File: config.mk
export PLATFORM = sky130hd
export DESIGN_NAME = mem_arbiter
export DESIGN_NICKNAME = d
export VERILOG_FILES = /design/src/rtl/mem_arbiter.sv
export SDC_FILE = /design/constraint.sdc
export NUM_CORES = 1
export LEC_CHECK = 0
export ABC_AREA = 1
export BUFFER_PORTS_ARGS = -buffer_cell sky130_fd_sc_hd__buf_2
export CAP_MARGIN = 10
export CORE_ASPECT_RATIO = 0.6
export CORE_UTILIZATION = 50
export CTS_CLUSTER_DIAMETER = 100
export DETAILED_ROUTE_END_ITERATION = 10
export PLACE_DENSITY = 0.95
export REMOVE_ABC_BUFFERS = 1
export SLEW_MARGIN = 25
export SYNTH_ARGS = -nofsm -noshare
export SYNTH_HDL_FRONTEND = slang
export SYNTH_SLANG_ARGS = --single-unit
File: constraint.sdc
create_clock -name clk -period 2.6 [get_ports clk]
set_input_delay 0.13 -clock clk [delete_from_list [all_inputs] [get_ports clk]]
set_output_delay 0.13 -clock clk [all_outputs]
set_load 0.05 [all_outputs]
File: src/rtl/mem_arbiter.sv
// Two-requester (IF / LS) arbiter for a single-ported byte-addressed RAM with one-cycle read return.
// Define MEM_ARB_ROUND_ROBIN_EN to alternate owners on contention instead of fixed LS priority.
module mem_arbiter #(
  parameter int ADDR_W       = 32,
  parameter int STARVE_LIMIT = 4
) (
  input  logic              clk,
  input  logic              rst_n,
  input  logic              if_req,
  input  logic [ADDR_W-1:0] if_addr,
  output logic              if_gnt,
  output logic              if_rvalid,
  output logic [31:0]       if_rdata,
  input  logic              ls_req,
  input  logic [2:0]        ls_we,
  input  logic [ADDR_W-1:0] ls_addr,
  input  logic [31:0]       ls_wdata,
  output logic              ls_gnt,
  output logic              ls_rvalid,
  output logic [31:0]       ls_rdata,
  output logic [2:0]        mem_we,
  output logic [ADDR_W-1:0] mem_addr,
  output logic [31:0]       mem_wdata,
  input  logic [31:0]       mem_rdata
);

  typedef enum logic {OWN_IF = 1'b0, OWN_LS = 1'b1} owner_t;

  localparam logic [3:0] LIMIT = 4'(STARVE_LIMIT);

  function automatic logic [3:0] sat_inc(input logic [3:0] cnt);
    return (cnt == LIMIT) ? cnt : cnt + 4'd1;
  endfunction

  owner_t              r_owner, w_owner_nxt;
  logic [3:0]          r_wait_cnt, w_wait_nxt;
  logic [ADDR_W-1:0]   r_addr_last;
  logic                r_if_vld_p1, r_ls_vld_p1;
  logic [31:0]         r_if_rdata_p1, r_ls_rdata_p1;
  logic                w_starved, w_if_on_tie, w_if_win, w_ls_win;

  // Stage 0: grant selection and RAM issue
  always_comb begin
    w_starved = (r_wait_cnt == LIMIT);
`ifdef MEM_ARB_ROUND_ROBIN_EN
    w_if_on_tie = w_starved | (r_owner == OWN_LS);
`else
    w_if_on_tie = w_starved;
`endif
    w_if_win = rst_n & if_req & (~ls_req | w_if_on_tie);
    w_ls_win = rst_n & ls_req & ~w_if_win;
  end

  always_comb begin
    mem_we    = 3'b000;
    mem_wdata = 32'd0;
    mem_addr  = r_addr_last;
    if (w_ls_win) begin
      mem_we    = ls_we;
      mem_wdata = ls_wdata;
      mem_addr  = ls_addr;
    end else if (w_if_win) begin
      mem_addr  = if_addr;
    end
  end

  always_comb begin
    w_owner_nxt = r_owner;
    if (w_ls_win)      w_owner_nxt = OWN_LS;
    else if (w_if_win) w_owner_nxt = OWN_IF;
    w_wait_nxt = (if_req && !w_if_win) ? sat_inc(r_wait_cnt) : 4'd0;
  end

  always_ff @(posedge clk or negedge rst_n) begin
    if (!rst_n) begin
      r_owner     <= OWN_IF;
      r_wait_cnt  <= 4'd0;
      r_addr_last <= '0;
    end else begin
      r_owner    <= w_owner_nxt;
      r_wait_cnt <= w_wait_nxt;
      if (w_if_win || w_ls_win) r_addr_last <= mem_addr;
    end
  end

  // Stage 1: registered response; write acks return zero data
  always_ff @(posedge clk or negedge rst_n) begin
    if (!rst_n) begin
      r_if_vld_p1   <= 1'b0;
      r_ls_vld_p1   <= 1'b0;
      r_if_rdata_p1 <= 32'd0;
      r_ls_rdata_p1 <= 32'd0;
    end else begin
      r_if_vld_p1 <= w_if_win;
      r_ls_vld_p1 <= w_ls_win;
      if (w_if_win) r_if_rdata_p1 <= mem_rdata;
      if (w_ls_win) r_ls_rdata_p1 <= (ls_we == 3'b000) ? mem_rdata : 32'd0;
    end
  end

  assign if_gnt    = w_if_win;
  assign ls_gnt    = w_ls_win;
  assign if_rvalid = r_if_vld_p1;
  assign ls_rvalid = r_ls_vld_p1;
  assign if_rdata  = r_if_rdata_p1;
  assign ls_rdata  = r_ls_rdata_p1;

endmodule

=== Word level (Yosys, flattened, before mapping) ===
Cells that the tools add are included.

* Flip-flop bits (word level): 102
* Logic and storage cells: 27
* Input bits: 135
* Output and inout port bits: 135

* Equality and inequality tests: 2
* Reduce and logical (&&, ||, !) cells: 4
* Muxes and demuxes: 7
* Bitwise operators: 7
* Add/sub/neg operators: 1

{| class="wikitable"
|+ Operators with widths
! cell !! number
|-
| $mux W32 || 4
|-
| $mux W4 || 2
|-
| $add A4 B1 Y4 const B || 1
|-
| $and A1 B1 Y1 || 4
|-
| $eq A4 B3 Y1 const B || 1
|-
| $logic_not A3 Y1 || 1
|-
| $mux W3 || 1
|-
| $ne A2 B2 Y1 const B || 1
|-
| $not A1 Y1 || 2
|-
| $logic_and A1 B1 Y1 || 1
|-
| $logic_not A1 Y1 || 1
|-
| $logic_or A1 B1 Y1 || 1
|-
| $or A1 B1 Y1 || 1
|}

=== Longest topological paths before layout ===
Gate-level depths: netlist (run 1).

* Word-level depth: 6
* Gate-level depth with buffers: 9
* Gate-level depth less buffers: 8

=== Worst setup path after synthesis (run 1) ===
No wires, ideal clock.

* Path kind: reg2out
* Start: register r_wait_cnt[0]
* End: output mem_wdata[22]
* Buffers on the path: 2
* Slack: 0.539 ns
* Arrival time: 1.931 ns
* Data required time: 2.470 ns
* Cell stages (with the launch flop): 10
* Cells stage by stage: dfrtp_1 inv_1 ha_1 nand3_2 nand2_4 nand2_4 nand2_2 buf_4 buf_6 nor2_1

* Longest elaborated chain between the ends: 6

{| class="wikitable"
|+ Ends and longest elaborated chain
! element !! line !! RTL
|-
| start, declared || 36 || <nowiki>logic [3:0] r_wait_cnt, w_wait_nxt;</nowiki>
|-
| start signal, assigned || 81 || <nowiki>r_wait_cnt <= w_wait_nxt;</nowiki>
|-
| $eq A4 B3 Y1 || 44 || <nowiki>w_starved = (r_wait_cnt == LIMIT);</nowiki>
|-
| $or A1 B1 Y1 || 50 || <nowiki>w_if_win = rst_n & if_req & (~ls_req | w_if_on_tie);</nowiki>
|-
| $and A1 B1 Y1 || 50 ||
|-
| $not A1 Y1 || 51 || <nowiki>w_ls_win = rst_n & ls_req & ~w_if_win;</nowiki>
|-
| $and A1 B1 Y1 || 51 ||
|-
| $mux W32 || 58 || <nowiki>if (w_ls_win) begin</nowiki>
|-
| end, declared || 23 || <nowiki>output logic [31:0] mem_wdata,</nowiki>
|}

Every way passes these cells.

=== Worst setup path after layout (run 1) ===
* Start: input rst_n
* End: output mem_wdata[29]

* Longest elaborated chain between the ends: 5
* Elaborated cells on any way between the ends: 6
* Classes of those cells: 1 x mux; 5 x bitwise

{| class="wikitable"
|+ Ends and longest elaborated chain
! element !! line !! RTL
|-
| start, declared || 8 || <nowiki>input logic rst_n,</nowiki>
|-
| $and A1 B1 Y1 (2 in series) || 50 ||
|-
| $not A1 Y1 || 51 ||
|-
| $and A1 B1 Y1 (*) || 51 ||
|-
| $mux W32 (*) || 58 ||
|}

Mark *: on every way between the ends. The rest lies on a longest branch, timed or not.

==> results.ini, run 1 <==
[clocking]
htreeDepth = 3
cts_sinks = 102
clockRootBuffer = clkbuf_16
clkLatencyLatePin_ns = 0.34
clockBufferDepth = 2
clk_pin_slew_ns = 0.07
cts_tree = done
numCtsBuffers = 9

[logic_synthesis]
postSynthCellCount = 692
yosysMostFrequentCell = nand2_1
seq_area_frac_synth = 0.482
ys.flop_type = dfrtp_1
yosys_warnings = 0
synth_edf_count = 0
yosysTopAreaCell = dfrtp_1
synthesis.area_um2 = 5290
yosysTopAreaCellShare = 0.482
synth_area_per_cell_um2 = 7.65
synthTopCellsByArea = dfrtp_1 (48%), nand2_1 (14%), nand3_1 (10%)
ys_async_sr_fraction = 1.00
yosys_register_bits = 102
ys_types = 19
synthTopCellsByCount = nand2_1 (197), nand3_1 (111), inv_1 (106), dfrtp_1 (102), nor2_1 (69)

[timing]
hold_viol_final = 0
whs_ns = 0.0385
fin_skew_ns = 0.00822
fin_ws_ns = 0.189
max_freq_mhz = 415
period_share = 0.927
final.min_clock_period_ns = 2.41
slew_headroom = 0.522
tightestPinTransition_ns = 0.717
setup_viol = 0
drv_slew = 0
fin_setup_tns_ns = 0
grt_setup_unrepaired = no

[min_path]
min_delay_worst_endpoint = r_addr_last[26]
hold_path_class = in -> reg
min_path_cells = 3
min_from = ls_addr[26]

[drt]
wl_per_cell_um = 13.3
drt_iter0_drc = 216
postRouteAntennaNets = 0
vias_per_cell = 4.86
drtPass1Iterations = 4
drc_errors = 0
vias = 5265
routed_wl_mm = 14.4

[power_and_ir_drop]
p_per_area_nw_per_um2 = 698
ir_worst_vdd_v = 0.000426
p_leak_nw = 4.49

[critical_path]
r2r_end = ls_rdata[9]
critPathCaptureType = output port
path_class = in -> out
start_kind = input port
crit_required_ns = 2.47
critPathMaxFanout = 65
reg2reg_slack_ns = 0.61
r2r_cells = 9
worstPathArrival_ns = 2.28
timing.rr.start = r_wait_cnt[0]

[cells_and_area]
drive_above_1_share = 0.350
area_growth_pct = 31.7
nets = 1080
final_cells = 1084

[grt]
grt_util_all_layers = 0.264
grt_pass1_wl_mm = 22.6
grt_pass1_vias = 4664
grt.overflow.total = 0
antenna_found_initial = 1
grt_max_degree = 80

[placed_design]
placed_cells = 1066
hpwl_mm = 10.6
portBuffers = 269
pre_cts_slack_ns = 0.601
routabilityCongestion = 0.841

[die]
rows = 28
dieArea_um2 = 11000
die_h_um = 81.7
die_w_um = 135
ioPinCount = 270
initial_core_util = 0.526
core_um2 = 10100

[outcome]
status = complete, no violations

[job]
maxCapViolCount = 0

## layout by cell type, fill, tap and decap left out, types with 9 or more instances in the layout
| cell type | instances |
|---|---|
| dfrtp_1 | 102 |
| clkbuf_16 | 9 |
| inv_1 | 105 |
| nand2_1 | 197 |
| buf_4 | 10 |
| buf_2 | 268 |
| nor2_1 | 69 |
| o21ai_1 | 23 |
| nand3_2 | 21 |
| o21ai_2 | 9 |
| nand3_1 | 111 |
## metal layers
metal | track usage | up-vias | wire, µm
met2 | 0.443 | 201 | 6790
met1 | 0.344 | 2430 | 6420
met5 | 0 | - | 0
met3 | 0.0710 | 12 | 1050
met4 | 0.0663 | 0 | 135
li1 | - | 2622 | -
## power breakdown
group / internal (mW) / switching (mW)
sequential: 1.78 / 0.0996
combinational: 0.396 / 1.23
clock: 0.760 / 0.597
total: 2.93 / 1.93
## layout make-up
| type | count | area (µm²) |
|---|---|---|
| fill | 789 | 3090 |
| sequential | 102 | 2550 |
| multi-input combinational | 441 | 2050 |
| timing repair buffer | 283 | 1490 |
| inverter | 106 | 398 |
| clock buffer | 9 | 225 |
| tap | 135 | 169 |
| clock inverter | 7 | 80.1 |
| antenna | 1 | 2.50 |
## how the worst max path moves through the flow
stage / cells past startpoint / slack (ns) / to / from
floorplan: 5 / -1.36 / mem_wdata[0] / if_req
global placement: 9 / 0.68 / mem_addr[0] / r_wait_cnt[0]
detailed placement: 10 / 0.60 / mem_addr[19] / r_wait_cnt[0]
CTS: 9 / 0.11 / mem_we[0] / rst_n
global route: 9 / 0.02 / mem_wdata[27] / rst_n
finish: 9 / 0.19 / mem_wdata[29] / rst_n
## registers in the layout, summed over array words and instances, names as in the netlist
name / flops
if_rdata: 32
if_rvalid: 1
ls_rdata: 32
ls_rvalid: 1
r_addr_last: 32
r_wait_cnt: 4
## worst max-delay path, cell delays in order
cell and delay (ns):
dlygate4sd3_1 0.58, buf_6 0.26, nand2_1 0.12, inv_2 0.08, buf_4 0.30, nand2_2 0.15, buf_12 0.22, nor2_1 0.13
buf_2 0.27
## cell families (layout without fill, tap and decap cells)
group                      Yosys count  count (layout)  share of synthesized area
DFF                                102             102                      0.482
AOI/OAI and AO/OA                   34              34                     0.0385
other                                0               1                          0
and+or+nand+nor                    403             403                      0.341
adders and majority gates            2               2                    0.00473
xor gates and xnor gates             2               2                    0.00331
buffers and inverters              149             405                      0.130
## metrics by stage
| stage | util | power [mW] | instance area, µm² |
|---|---|---|---|
| 2_1_floorplan | - | 3.04 | 5000 |
| 3_3_place_gp | 0.661 | 3.49 | 6640 |
| 6_report | 0.693 | 4.86 | 6970 |
| 5_1_grt | 0.693 | 5.10 | 6970 |
| 4_1_cts | 0.692 | 4.90 | 6960 |
| 3_5_place_dp | 0.661 | 3.53 | 6640 |
## what timing repair did
action / in CTS / in global routing
gates resized for setup: 0 / 1
buffers inserted: 0 / 0
setup endpoints to repair: 0 / 37
hold endpoints to repair: 23 / 0
hold buffers: 1 / 0
Power figures use the tool's default switching activity.
==> run 2: changes to the inputs <==
--- a/config.mk
+++ b/config.mk
@@ -9,10 +9,9 @@
 export BUFFER_PORTS_ARGS = -buffer_cell sky130_fd_sc_hd__buf_2
 export CAP_MARGIN = 10
 export CORE_ASPECT_RATIO = 0.6
-export CORE_UTILIZATION = 50
-export CTS_CLUSTER_DIAMETER = 100
+export CORE_UTILIZATION = 42
 export DETAILED_ROUTE_END_ITERATION = 10
-export PLACE_DENSITY = 0.95
+export PLACE_DENSITY = 0.9
 export REMOVE_ABC_BUFFERS = 1
 export SLEW_MARGIN = 25
 export SYNTH_ARGS = -nofsm -noshare
==> constraint.sdc (replaced) <==
create_clock -name clk -period 2 [get_ports clk]
set_input_delay 0.1 -clock clk [delete_from_list [all_inputs] [get_ports clk]]
set_output_delay 0.1 -clock clk [all_outputs]
set_load 0.05 [all_outputs]
==> results.ini, run 2 (synthesis results as in run 1) <==
[power_and_ir_drop]
power_switching_mw = 2.64
p_int_mw = 4.03
p_per_area_nw_per_um2 = 849
p_total_mw = 6.67
p_leak_nw = 4.72
seq_power_share = 0.365
p_comb_frac = 0.368
ir_worst_vdd_v = 0.000455
swShare = 0.396
p_clk_frac = 0.267

[cells_and_area]
final_common_cell = buf_2
final_cells = 1136
nets = 1104
drive_above_1_share = 0.388
area_growth_pct = 48.4
final_cell_mix = buf_2 (199), nand2_1 (192), nand3_1 (104)
design_area_um2 = 7850
num_antenna_cells = 0

[timing]
max_freq_mhz = 505
tightestPinTransition_ns = 0.570
setup_viol = 0
grt_setup_unrepaired = yes
period_share = 0.990
slew_headroom = 0.620
whs_ns = 0.0120
final.min_clock_period_ns = 1.98
drv_slew = 0
hold_viol_final = 0
fin_skew_ns = 0.0112

[drt]
drtPass1Iterations = 5
wl_per_cell_um = 14.8
postRouteAntennaNets = 0
drt_iter0_drc = 363
vias = 5598
vias_per_cell = 4.93
routed_wl_mm = 16.8
drc_errors = 0

[die]
rows = 31
core_um2 = 12200
die_w_um = 147
initial_core_util = 0.435
ioPinCount = 270
dieArea_um2 = 13100
die_h_um = 89.0

[placed_design]
hpwl_mm = 10.4
dpl-instance-area_um2 = 6720
portBuffers = 269
placed_cells = 1096
routabilityCongestion = 0.871

[critical_path]
cp_common_cell = nand2_1
path_class = reg -> out
critical-path-max-stage-delay_ns = 0.40
path_delay_family = buffers and inverters
slowest_stage = dfrtp_1
start_kind = register
crit_required_ns = 1.90
path_buf_inv = 4
critPathMaxFanout = 16
critPathCaptureType = output port
path_cells = inv_2, ha_4, nand3_4, nand2_8, clkbuf_16, nand3_1, nand2_1, inv_1, nand2_1, buf_6
worstPathArrival_ns = 1.88

[grt]
grt.overflow.total = 0
grt_util_all_layers = 0.239
grt_pass1_wl_mm = 24.4
grt_max_degree = 55
antenna_found_initial = 0
grt_pass1_vias = 4938

[clocking]
cts_tree = done
clkLatencyLatePin_ns = 0.35
numCtsBuffers = 9
clockBufferDepth = 2
clockRootBuffer = clkbuf_16
htreeDepth = 3
clk_pin_slew_ns = 0.08
cts_sinks = 102

[min_path]
hold_path_class = in -> reg

[job]
maxCapViolCount = 0

[outcome]
status = complete, no violations

-- run 2: cell count changes in the layout (fill, tap and decap cells not counted), moves of 4 or more --
cell	before	now
buf_6	2	46
nand3_2	21	25
buf_2	268	199
nand2_2	1	5
nor2_2	0	18
nand2_1	197	192
dlygate4sd3_1	1	13
nor2_1	69	50
buf_4	10	36
nand3_1	111	104
-- run 2: metrics by stage --
| stage | utilization | setup TNS [ns] | setup slack [ns] |
|---|---|---|---|
| after global routing | 0.645 | -0.690 | -0.0506 |
| after floorplan | - | -166.04 | -1.90 |
| after global placement | 0.552 | 0 | 0.160 |
| final | 0.645 | 0 | 0.0200 |
| after detailed placement | 0.552 | 0 | 0.0737 |
| after CTS | 0.617 | 0 | 0.00109 |
-- run 2: final cells by class --
cell class,count,area [µm²]
Clock buffer,9,225
Clock inverter,6,68.8
Fill cell,974,4330
Inverter,106,398
Multi-Input combinational cell,441,2220
Sequential cell,102,2550
Tap cell,165,206
Timing Repair Buffer,307,2180
-- run 2: worst paths after layout --
path                       cells past startpoint           from            to  slack [ns]
min in group asynchronous                      2          rst_n   if_rdata[1]        0.19
setup / recovery                              10  r_wait_cnt[1]  mem_addr[13]        0.02
max in group asynchronous                      4          rst_n  if_rdata[22]        0.46
setup reg to reg                               9  r_wait_cnt[1]  if_rdata[28]        0.32
hold / removal                                 3  mem_rdata[17]  if_rdata[17]        0.01
hold reg to reg                                2    ls_rdata[9]   ls_rdata[9]        0.47
-- run 2: per-layer routing --
layer | part of all wire | wire length, µm | vias up | track usage
met5 | 0 | 0 | - | 0
met2 | 0.48 | 8060 | 284 | 0.383
li1 | - | - | 2673 | -
met3 | 0.077 | 1300 | 26 | 0.0561
met4 | 0.016 | 261 | 0 | 0.0703
met1 | 0.43 | 7150 | 2615 | 0.328
-- run 2: repair_timing --
action | 4_1_cts | 5_1_grt
endpoints found under the hold margin | 60 | 0
endpoints found under the setup margin | 69 | 105
hold buffers | 13 | 0
gates resized for setup | 68 | 115
cloned | 4 | 1
pin swaps | 2 | 1
setup buffers | 6 | 2
-- run 2: power by group through the flow --
stage               clock network [mW]  logic, mW  registers, mW
floorplan                            0      0.957           3.00
global placement                     0       2.10           2.45
detailed placement                   0       2.13           2.46
CTS                               1.81       2.31           2.43
global route                      1.91       2.60           2.46
finish                            1.78       2.46           2.43
-- run 2: worst register-to-register path, cell delays in order, from the launching register on --
cell       delay (ns)
dfrtp_1          0.40
inv_2            0.08
ha_4             0.14
nand3_4          0.11
nand2_8          0.13
nand2_8          0.10
buf_4            0.16
bufbuf_16        0.31
nand2_1          0.09
o21ai_1          0.06
==> run 3: changes to the inputs <==
--- a/config.mk
+++ b/config.mk
@@ -11,7 +11,7 @@
 export CORE_ASPECT_RATIO = 0.6
 export CORE_UTILIZATION = 42
 export DETAILED_ROUTE_END_ITERATION = 10
-export PLACE_DENSITY = 0.9
+export PLACE_DENSITY = 0.78
 export REMOVE_ABC_BUFFERS = 1
 export SLEW_MARGIN = 25
 export SYNTH_ARGS = -nofsm -noshare
==> results.ini, run 3 (synthesis results as in run 1) <==
[outcome]
status = finished, violations left
failed_checks = setup timing

[timing]
drv_slew = 0
grt_setup_unrepaired = yes
final.min_clock_period_ns = 2.04
tightestPinTransition_ns = 0.786
setup_viol = 23
max_freq_mhz = 489
hold_viol_final = 0
fin_ws_ns = -0.0436
slew_headroom = 0.476
fin_skew_ns = 0.00755
period_share = 1.02
whs_ns = 0.0103

[critical_path]
critPathMaxFanout = 8
start_kind = register
critPathCaptureType = output port
path_class = reg -> out
crit_required_ns = 1.90
worstPathArrival_ns = 1.94

[placed_design]
routabilityCongestion = 0.839
pre_cts_slack_ns = 0.0699
portBuffers = 269
hpwl_mm = 10.1

[cells_and_area]
ff_latch_area_um2 = 2550
final.fill_count = 995
drive_above_1_share = 0.446
final_common_cell = buf_2
area_growth_pct = 54.3
nets = 1108
final_cell_mix = buf_2 (200), nand2_1 (171), dfrtp_1 (102)
multiInputGateArea_um2 = 2420
num_antenna_cells = 0
fin_util = 0.670

[clocking]
clkLatencyLatePin_ns = 0.34
cts_tree = done
clockBufferDepth = 2
numCtsBuffers = 9
clk_pin_slew_ns = 0.07
clockRootBuffer = clkbuf_16
cts_sinks = 102
htreeDepth = 3

[power_and_ir_drop]
p_comb_frac = 0.378
swShare = 0.394
p_per_area_nw_per_um2 = 833
seq_power_share = 0.357
p_leak_nw = 4.77
power_switching_mw = 2.68
ir_worst_vdd_v = 0.000445
p_clk_frac = 0.265
p_int_mw = 4.13

[grt]
grt_max_degree = 65
antenna_found_initial = 0
grt_util_all_layers = 0.241
grt_pass1_wl_mm = 24.6
grt.overflow.total = 0
grt_pass1_vias = 4861

[drt]
vias = 5510
vias_per_cell = 4.83
wl_per_cell_um = 14.7
routed_wl_mm = 16.8
drc_errors = 0
postRouteAntennaNets = 0
drtPass1Iterations = 4
drt_iter0_drc = 265

[die]
die_w_um = 147
die_h_um = 89.0
core_um2 = 12200
dieArea_um2 = 13100
ioPinCount = 270
initial_core_util = 0.435
rows = 31

[job]
maxCapViolCount = 0

[min_path]
hold_path_class = in -> reg

==> run 3: path summary, 6_finish.rpt <==
kind	startpoint	to	slack, ns	cells after the start
worst max-delay path	r_wait_cnt[0]	mem_addr[10]	-0.04	11
worst min-delay path	mem_rdata[8]	if_rdata[8]	0.01	3
worst max register to register	r_wait_cnt[0]	ls_rdata[23]	0.26	9
worst min register to register	ls_rdata[4]	ls_rdata[4]	0.46	2
max in group asynchronous	rst_n	if_rdata[22]	0.95	3
min in group asynchronous	rst_n	r_wait_cnt[1]	0.42	3
==> run 3: through the flow <==
stage / instance area (µm²) / cells / TNS [ns] / power, mW
after floorplan: 5000 / 649 / -166.04 / 3.96
after CTS: 7620 / 1135 / -0.318 / 6.64
after global placement: 6760 / 1102 / 0 / 4.57
after detailed placement: 6760 / 1102 / 0 / 4.61
after global routing: 8170 / 1141 / -4.93 / 7.12
final: 8170 / 1141 / -0.497 / 6.80
==> run 3: layer usage <==
layer / part of all wire / wire length, µm / track usage
met1: 0.43 / 7310 / 0.333
met2: 0.47 / 7940 / 0.376
met3: 0.073 / 1220 / 0.0638
met4: 0.020 / 333 / 0.0731
met5: 0 / 0 / 0
==> run 3: timing repair <==
action | in CTS | in global routing
buffers inserted | 8 | 5
gates cloned | 3 | 2
setup endpoints to repair | 69 | 68
gates resized for setup | 106 | 143
hold endpoints to repair | 76 | 0
pin swaps | 4 | 23
hold buffers | 6 | 0
==> run 3: cell type report <==
cell class / count / share of cell area
clock buffer: 10 / 0.0293
clock inverter: 6 / 0.00843
inverter: 106 / 0.0487
multi-input combinational: 441 / 0.297
sequential: 102 / 0.313
tap: 165 / 0.0253
timing repair buffer: 311 / 0.279
==> run 3: power groups by stage <==
stage / combinational [mW] / sequential, mW / clock (mW)
finish: 2.57 / 2.43 / 1.80
floorplan: 0.957 / 3.00 / 0
detailed placement: 2.14 / 2.46 / 0
global placement: 2.12 / 2.46 / 0
global route: 2.72 / 2.45 / 1.94
CTS: 2.37 / 2.42 / 1.85
==> run 3: worst max-delay path: stages, from the launching register on <==
cell       delay, ns
dfrtp_1         0.40
inv_2           0.09
ha_4            0.15
nand3_4         0.11
nand2_8         0.12
buf_6           0.13
clkbuf_16       0.17
nand3_2         0.06
nand2_1         0.08
inv_1           0.05
nand2_1         0.08
buf_6           0.16
